===== src/rtl/arb_req_pkg.sv =====
// Shared types and constants for the round-robin arbiter requester agent.
// Holds the requester state encoding and a saturating counter helper.
package arb_req_pkg;

    typedef enum logic [1:0] {
        IDLE  = 2'd0,
        REQ   = 2'd1,
        DRAIN = 2'd2
    } state_e;

    localparam int DEFAULT_TIMEOUT = 16;
    localparam int DEFAULT_DRAIN   = 2;
    localparam int GRANT_CNT_W     = 16;

    // Increment that sticks at all-ones instead of wrapping.
    function automatic logic [GRANT_CNT_W-1:0] sat_inc(input logic [GRANT_CNT_W-1:0] v);
        if (v == {GRANT_CNT_W{1'b1}}) begin
            sat_inc = v;
        end else begin
            sat_inc = v + GRANT_CNT_W'(1);
        end
    endfunction

endpackage


===== src/rtl/arb_req_watchdog.sv =====
// No-grant watchdog: while armed, counts consecutive un-kicked cycles down
// from TIMEOUT-1 and pulses expire on the TIMEOUT-th one. A kick reloads it.
module arb_req_watchdog
    import arb_req_pkg::*;
#(
    parameter int TIMEOUT = DEFAULT_TIMEOUT
) (
    input  logic clock,
    input  logic reset_n,
    input  logic arm,
    input  logic kick,
    output logic expire
);

    localparam int          CW   = $clog2(TIMEOUT);
    localparam logic [CW-1:0] LOAD = CW'(TIMEOUT - 1);

    logic [CW-1:0] cnt_q;
    logic [CW-1:0] cnt_d;

    // Next count and expiry; a kick in the expiry cycle suppresses the expiry.
    always_comb begin
        cnt_d  = cnt_q;
        expire = 1'b0;
        if (arm && !kick) begin
            if (cnt_q == {CW{1'b0}}) begin
                expire = 1'b1;
                cnt_d  = LOAD;
            end else begin
                cnt_d = cnt_q - CW'(1);
            end
        end else begin
            cnt_d = LOAD;
        end
    end

    // Counter register with synchronous active-low reset.
    always_ff @(posedge clock) begin
        if (!reset_n) begin
            cnt_q <= LOAD;
        end else begin
            cnt_q <= cnt_d;
        end
    end

endmodule


===== src/rtl/arb_requester.sv =====
// Requester agent for one port of the two-input round-robin arbiter: accepts
// burst jobs, holds req until all beats are acked (or the watchdog fires), then drains.
module arb_requester
    import arb_req_pkg::*;
#(
    parameter int LEN_W     = 4,
    parameter int TIMEOUT   = DEFAULT_TIMEOUT,
    parameter int DRAIN_CYC = DEFAULT_DRAIN
) (
    input  logic                   clock,
    input  logic                   reset_n,
    input  logic                   job_valid,
    input  logic [LEN_W-1:0]       job_len,
    output logic                   job_ready,
    output logic                   req,
    input  logic                   ack,
    output logic                   beat_valid,
    output logic [LEN_W-1:0]       beat_idx,
    output logic                   done,
    output logic                   timeout,
    output logic [GRANT_CNT_W-1:0] grant_cnt
);

    localparam int             DW         = $clog2(DRAIN_CYC + 1);
    localparam logic [DW-1:0]  DRAIN_LAST = DW'(DRAIN_CYC - 1);
    localparam logic [LEN_W-1:0] LEN_ZERO = {LEN_W{1'b0}};
    localparam logic [LEN_W-1:0] LEN_ONE  = LEN_W'(1);

    state_e                   state_q, state_d;
    logic [LEN_W-1:0]         remaining_q, remaining_d;
    logic [LEN_W-1:0]         idx_cnt_q, idx_cnt_d;
    logic [DW-1:0]            drain_q, drain_d;
    logic                     job_ready_q, job_ready_d;
    logic                     req_q, req_d;
    logic                     beat_valid_q, beat_valid_d;
    logic [LEN_W-1:0]         beat_idx_q, beat_idx_d;
    logic                     done_q, done_d;
    logic                     timeout_q, timeout_d;
    logic [GRANT_CNT_W-1:0]   grant_cnt_q, grant_cnt_d;
    logic                     wd_arm_s;
    logic                     wd_expire_s;

    assign wd_arm_s = (state_q == REQ);

    arb_req_watchdog #(
        .TIMEOUT (TIMEOUT)
    ) u_watchdog (
        .clock   (clock),
        .reset_n (reset_n),
        .arm     (wd_arm_s),
        .kick    (ack),
        .expire  (wd_expire_s)
    );

    // Next-state and output computation; acks count only while in REQ.
    always_comb begin
        state_d      = state_q;
        remaining_d  = remaining_q;
        idx_cnt_d    = idx_cnt_q;
        drain_d      = drain_q;
        beat_valid_d = 1'b0;
        beat_idx_d   = beat_idx_q;
        done_d       = 1'b0;
        timeout_d    = 1'b0;
        grant_cnt_d  = grant_cnt_q;
        case (state_q)
            IDLE: begin
                if (job_valid && job_ready_q) begin
                    remaining_d = job_len;
                    idx_cnt_d   = LEN_ZERO;
                    beat_idx_d  = LEN_ZERO;
                    if (job_len == LEN_ZERO) begin
                        done_d = 1'b1;
                    end else begin
                        state_d = REQ;
                    end
                end else begin
                    state_d = IDLE;
                end
            end
            REQ: begin
                if (ack) begin
                    beat_valid_d = 1'b1;
                    beat_idx_d   = idx_cnt_q;
                    idx_cnt_d    = idx_cnt_q + LEN_ONE;
                    remaining_d  = remaining_q - LEN_ONE;
                    grant_cnt_d  = sat_inc(grant_cnt_q);
                    if (remaining_q == LEN_ONE) begin
                        done_d  = 1'b1;
                        state_d = DRAIN;
                        drain_d = DRAIN_LAST;
                    end else begin
                        state_d = REQ;
                    end
                end else if (wd_expire_s) begin
                    timeout_d = 1'b1;
                    state_d   = DRAIN;
                    drain_d   = DRAIN_LAST;
                end else begin
                    state_d = REQ;
                end
            end
            DRAIN: begin
                // Stale acks from the arbiter's latched request land here and are dropped.
                if (drain_q == {DW{1'b0}}) begin
                    state_d = IDLE;
                end else begin
                    drain_d = drain_q - DW'(1);
                end
            end
            default: begin
                state_d = IDLE;
            end
        endcase
        job_ready_d = (state_d == IDLE);
        req_d       = (state_d == REQ);
    end

    // State and registered-output flops with synchronous active-low reset.
    always_ff @(posedge clock) begin
        if (!reset_n) begin
            state_q      <= IDLE;
            remaining_q  <= LEN_ZERO;
            idx_cnt_q    <= LEN_ZERO;
            drain_q      <= {DW{1'b0}};
            job_ready_q  <= 1'b0;
            req_q        <= 1'b0;
            beat_valid_q <= 1'b0;
            beat_idx_q   <= LEN_ZERO;
            done_q       <= 1'b0;
            timeout_q    <= 1'b0;
            grant_cnt_q  <= {GRANT_CNT_W{1'b0}};
        end else begin
            state_q      <= state_d;
            remaining_q  <= remaining_d;
            idx_cnt_q    <= idx_cnt_d;
            drain_q      <= drain_d;
            job_ready_q  <= job_ready_d;
            req_q        <= req_d;
            beat_valid_q <= beat_valid_d;
            beat_idx_q   <= beat_idx_d;
            done_q       <= done_d;
            timeout_q    <= timeout_d;
            grant_cnt_q  <= grant_cnt_d;
        end
    end

    assign job_ready  = job_ready_q;
    assign req        = req_q;
    assign beat_valid = beat_valid_q;
    assign beat_idx   = beat_idx_q;
    assign done       = done_q;
    assign timeout    = timeout_q;
    assign grant_cnt  = grant_cnt_q;

endmodule


===== config.mk =====
export PLATFORM = sky130hd
export DESIGN_NAME = arb_requester
export DESIGN_NICKNAME = d
export VERILOG_FILES = /design/src/rtl/arb_req_pkg.sv /design/src/rtl/arb_req_watchdog.sv /design/src/rtl/arb_requester.sv
export SDC_FILE = /design/constraint.sdc
export NUM_CORES = 1
export LEC_CHECK = 0
export BUFFER_PORTS_ARGS = -buffer_cell sky130_fd_sc_hd__buf_2
export CAP_MARGIN = 20
export CORE_MARGIN = 2
export CORE_UTILIZATION = 43
export DETAILED_ROUTE_END_ITERATION = 8
export SKIP_CTS_REPAIR_TIMING = 1
export SYNTH_ARGS = -nofsm -noshare
export SYNTH_HDL_FRONTEND = slang
export SYNTH_HIERARCHICAL = 1
export SYNTH_SLANG_ARGS = --single-unit

===== constraint.sdc =====
create_clock -name clock -period 2.33 [get_ports clock]
set_input_delay 0.1165 -clock clock [delete_from_list [all_inputs] [get_ports clock]]
set_output_delay 0.1165 -clock clock [all_outputs]
set_load 0.02 [all_outputs]

== Word-level counts from Yosys, hierarchy flattened ==
Cells that the tools add are included.

* Register bits after elaboration: 41
* Bits in latches: 0
* Bits in writable memories: 0
* Memory bits (read-only): 0
* Output and inout port bits: 25
* Memories: 0

* Add/subtract/negate cells: 5
* Multipliers: 0
* Divide/modulo/power cells: 0
* Magnitude comparators: 0
* Equal/unequal tests: 10
* Shifts and indexed selects: 0
* Multiplexer cells: 29
* Bitwise operators: 4
* Reduce and logical (&&, ||, !) cells: 16

{| class="wikitable"
|+ Operator list
! kind !! number
|-
| $pmux W4 S2 || 3
|-
| $mux W2 || 10
|-
| $mux W4 || 5
|-
| $add A16 B1 Y16 const B || 1
|-
| $eq A16 B16 Y1 const B || 1
|-
| $logic_not A4 Y1 || 2
|-
| $mux W1 || 8
|-
| $sub A4 B1 Y4 const B || 2
|-
| $logic_not A2 Y1 || 3
|-
| $ne A2 B2 Y1 const B || 3
|-
| $ne A3 B3 Y1 const B || 2
|-
| $pmux W2 S3 || 1
|-
| $reduce_and A3 Y1 || 2
|-
| $reduce_or A3 Y1 || 2
|-
| $add A4 B1 Y4 const B || 1
|-
| $eq A2 B1 Y1 const B || 2
|-
| $eq A4 B1 Y1 const B || 1
|-
| $not A1 Y1 || 4
|-
| $pmux W2 S2 || 1
|-
| $reduce_and A4 Y1 || 1
|-
| $reduce_bool A2 Y1 || 2
|-
| $eq A2 B2 Y1 const B || 1
|-
| $logic_and A1 B1 Y1 || 2
|-
| $pmux W1 S2 || 1
|-
| other kinds (3) || 3
|}

== Depth between registers and ports, before layout ==
* Depth in word-level cells: 7
* Gate-level depth with buffers: 9

== Hierarchy ==
Netlist, hierarchy kept.

{| class="wikitable"
|+ Modules (own cells, without submodules)
! module !! times used !! cells each !! area each (µm²)
|-
| arb_requester || 1 || 202 || 1747.9
|-
| arb_req_watchdog || 1 || 17 || 176.4
|}

== Worst setup path after synthesis ==
OpenSTA, ideal clock, no wires.

* Path kind: reg-to-reg
* From: register grant_cnt_q[0], in the netlist grant_cnt[0]
* To: register grant_cnt_q[1], in the netlist grant_cnt[1]
* Arrival: 1.976 ns
* Required time: 2.202 ns
* Setup slack: 0.226 ns
* Cell stages (with the launch flop): 7
* Buffers on the path: 1
* Cells stage by stage: dfxtp_1 -> ha_1 -> nand4_1 -> o41ai_2 -> buf_4 -> mux2i_1 -> nor2_1

* Cells in the longest elaborated chain, start to end: 3
* Elaborated cells on any way between the ends: 4
* Classes of those cells: add/sub: 1; eq/ne: 1; bitwise: 1; reduce/logical: 1

{| class="wikitable"
|+ Ends and longest elaborated chain
! item !! RTL line !! source
|-
| start: declaration || arb_requester.sv:39 || <nowiki>logic [GRANT_CNT_W-1:0] grant_cnt_q, grant_cnt_d;</nowiki>
|-
| start signal: assignment || arb_requester.sv:132 || <nowiki>grant_cnt_q <= {GRANT_CNT_W{1'b0}};</nowiki>
|-
| start signal: assignment || arb_requester.sv:144 || <nowiki>grant_cnt_q <= grant_cnt_d;</nowiki>
|-
| parallel branches: the longest is 3 deep, another holds $add A16 B1 Y16 || - ||
|}

Parallel ways; which one is timed is not known.
A chain may end at the register's enable or synchronous reset.

== Worst setup path after layout ==
* From: register grant_cnt_q[0], in the netlist grant_cnt[0]
* To: register grant_cnt_q[14], in the netlist grant_cnt[14]

The elaborated chain is that of the path after synthesis.

==> flow_summary_export.csv <==
group,metric,value,unit
status,outcome,"finished clean",
sta,setup_viol,0,
global_route,grt-ovfl-total,0,
layout,regArea,821,µm²
floorplanning,initial_utilization,0.445,
pwr,vdd_drop_max,0.351,mV
drt,routedWlPerCell,13.6,µm
yosys,synth-warning-count,6,
clock_tree,clkLatencyLatePin,300,ps
drt,drtIter0Drc,82,
clock_tree,tritoncts,"built",
clock_tree,cts_sinks,41,
layout,area_growth,17.9,%
sta,fin_crit_sh,0.885,
global_route,grt_first_pass_wirelength,7.00,mm
setup_path,critical_path.max_fanout,7,
setup_path,critPathBufInv,0,
yosys,synth_top_area_share,0.427,
sta,slew_headroom,0.389,
layout,diodes,0,
pwr,power_density,676,nW/µm²
yosys,syn_area,1920,µm²
drt,drc_errors,0,
setup_path,start_kind,"register",
sta,fin_skew,9.25,ps
layout,fillers,429,
yosys,synth_area_leaders,"dfxtp_1 43%, a21oi_1 5.5%, nand2_1 4.3%",
setup_path,cp_slowest_cell,"or4_1",
clock_tree,htreeDepth,2,
floorplanning,placementRows,24,
pwr,leakage,0.937,nW
sta,setup-tns-final,0,ps
yosys,async_reset_ff_frac,0,
yosys,yosys.area.top_type,"dfxtp_1",
floorplanning,die_area,5030,µm²
global_route,antenna_found_initial,0,
yosys,synth_cells,219,
yosys,ys_seq_area_frac,0.427,
global_route,grt_pass1_vias,1563,
yosys,syn_avg_cell_area,8.79,µm²
floorplanning,ios,33,
drt,wl,4.15,mm
setup_path,cp.arrival,2280,ps
setup_path,critPathTopFamily,"simple AND/OR/NAND/NOR gates",
yosys,synthFlopType,"dfxtp_1",
sta,period_needed,2060,ps
drt,vias_per_cell,5.63,
floorplanning,die_w,70.9,µm
clock_tree,clk_pin_slew,80,ps
setup_path,cp_data_required_time,2550,ps
drt,vias,1712,
sta,drv_slew,0,
clock_tree,ctsRootBufferMaster,"clkbuf_8",
flow_run,drv_cap,0,
sta,fmax,485,MHz
sta,worstMarginPinSlew,916,ps
clock_tree,cts_buffers,5,
global_route,grt_use_total,0.174,
setup_path,end_kind,"register",
sta,grt_setup_unrepaired,"false",
sta,hold_viol_final,0,
yosys,ys_seq_elements,41,
drt,ant_nets,0,
place,dp_hpwl,2.87,mm
place,gp_congestion,0.766,
yosys,synth_nets,233,
clock_tree,clockBufferDepth,2,
hold_path,hp-class,"primary input to register",
layout,drive_above_1_share,0.190,
layout,fin_nets,265,
place,port_buffers,32,
drt,firstDrtPassIters,5,
global_route,grt_max_degree,30,
yosys,synth_edf_count,0,
layout,multi_input_area,1020,µm²
yosys,synthDistinctLibCells,43,
floorplanning,fp.dieH,70.9,µm
setup_path,crit_path_cell_trace,"ha_1, nand4_1, or3_1, or4_1, a21oi_1",
floorplanning,coreArea,4320,µm²
setup_path,slowest_delay,540,ps
setup_path,path_class,"register to register",
layout,fin_util,0.525,
-- metal layers --
layer | up-vias | share of wire | GRT usage
met5 | - | 0 | 0
met4 | 0 | 0.021 | 0.0881
met3 | 8 | 0.040 | 0.0313
met2 | 35 | 0.45 | 0.278
met1 | 790 | 0.49 | 0.226
li1 | 879 | - | -
-- cell usage in the layout (no fill, tap or decap), types with 7 or more instances in the layout --
cell     count
nor2_1      13
or3_1        8
dfxtp_1     41
nand3_1      9
o21ai_0      7
a21oi_1     21
buf_2       32
nand2_1     22
inv_1        9
nand4_1      7
-- report_power, final --
group / leakage (nW) / internal, mW / switching (mW)
clock: 0.0681 / 0.426 / 0.251
sequential: 0.332 / 0.715 / 0.0178
combinational: 0.537 / 0.0488 / 0.0763
-- worst paths after layout --
check	startpoint	end	slack (ps)	cells past startpoint
min reg2reg	u_watchdog/cnt_q[0]	u_watchdog/cnt_q[0]	430	1
max reg2reg	grant_cnt[0]	grant_cnt[14]	270	5
min	reset_n	drain_q[0]	160	2
max	grant_cnt[0]	grant_cnt[14]	270	5
-- registers in the layout, indices dropped and copies added (netlist names) --
name and count:
beat_idx 4, beat_valid 1, done 1, drain_q 2, grant_cnt 16, idx_cnt_q 4
job_ready 1, remaining_q 4, req 1, state_q 2, timeout 1, u_watchdog/cnt_q 4
-- logic make-up (layout without fill, tap and decap cells) --
group / count (synthesis) / count (layout) / synth area share
multiplexers: 3 / 3 / 0.0163
flip-flops: 41 / 41 / 0.427
XOR/XNOR: 4 / 4 / 0.0182
AO/OA/AOI/OAI: 51 / 51 / 0.176
adder cells (fa/ha/maj): 6 / 6 / 0.0390
buffers and inverters: 19 / 52 / 0.0436
AND/OR/NAND/NOR: 95 / 95 / 0.281
-- synthesized netlist by cell type (2+ instances only) --
cell type / instances
xor2_1: 3
dfxtp_1: 41
nor4bb_1: 3
o31ai_1: 6
inv_1: 9
ha_1: 6
o211a_1: 2
nor2_1: 13
and3b_1: 2
clkbuf_1: 7
nand3_1: 9
o211ai_1: 2
and3_1: 4
nor4_1: 4
a221oi_1: 3
nand2b_1: 5
mux2i_1: 2
o22ai_1: 2
or3_1: 8
o21ai_0: 7
or4_1: 5
nor3_1: 6
nand4_1: 7
nand2_1: 22
and2_1: 2
a21oi_1: 21
o41ai_1: 2
-- stage by stage --
stage	cells	setup slack, ps	area (µm²)	total power [mW]	hold slack (ps)
after floorplan	219	226	1920	0.833	279
after global placement	296	346	2130	0.875	404
after detailed placement	296	305	2130	0.875	408
after CTS	304	258	2270	1.55	164
after global routing	304	115	2270	1.60	181
final	304	267	2270	1.53	163
-- area by class of cell --
type | instances | share of cell area
Sequential cell | 41 | 0.362
Timing Repair Buffer | 35 | 0.0860
Clock buffer | 5 | 0.0303
Clock inverter | 3 | 0.0287
Multi-Input combinational cell | 159 | 0.450
Tap cell | 52 | 0.0287
Inverter | 9 | 0.0149
Note: power is estimated with default switching activity, not from simulation.
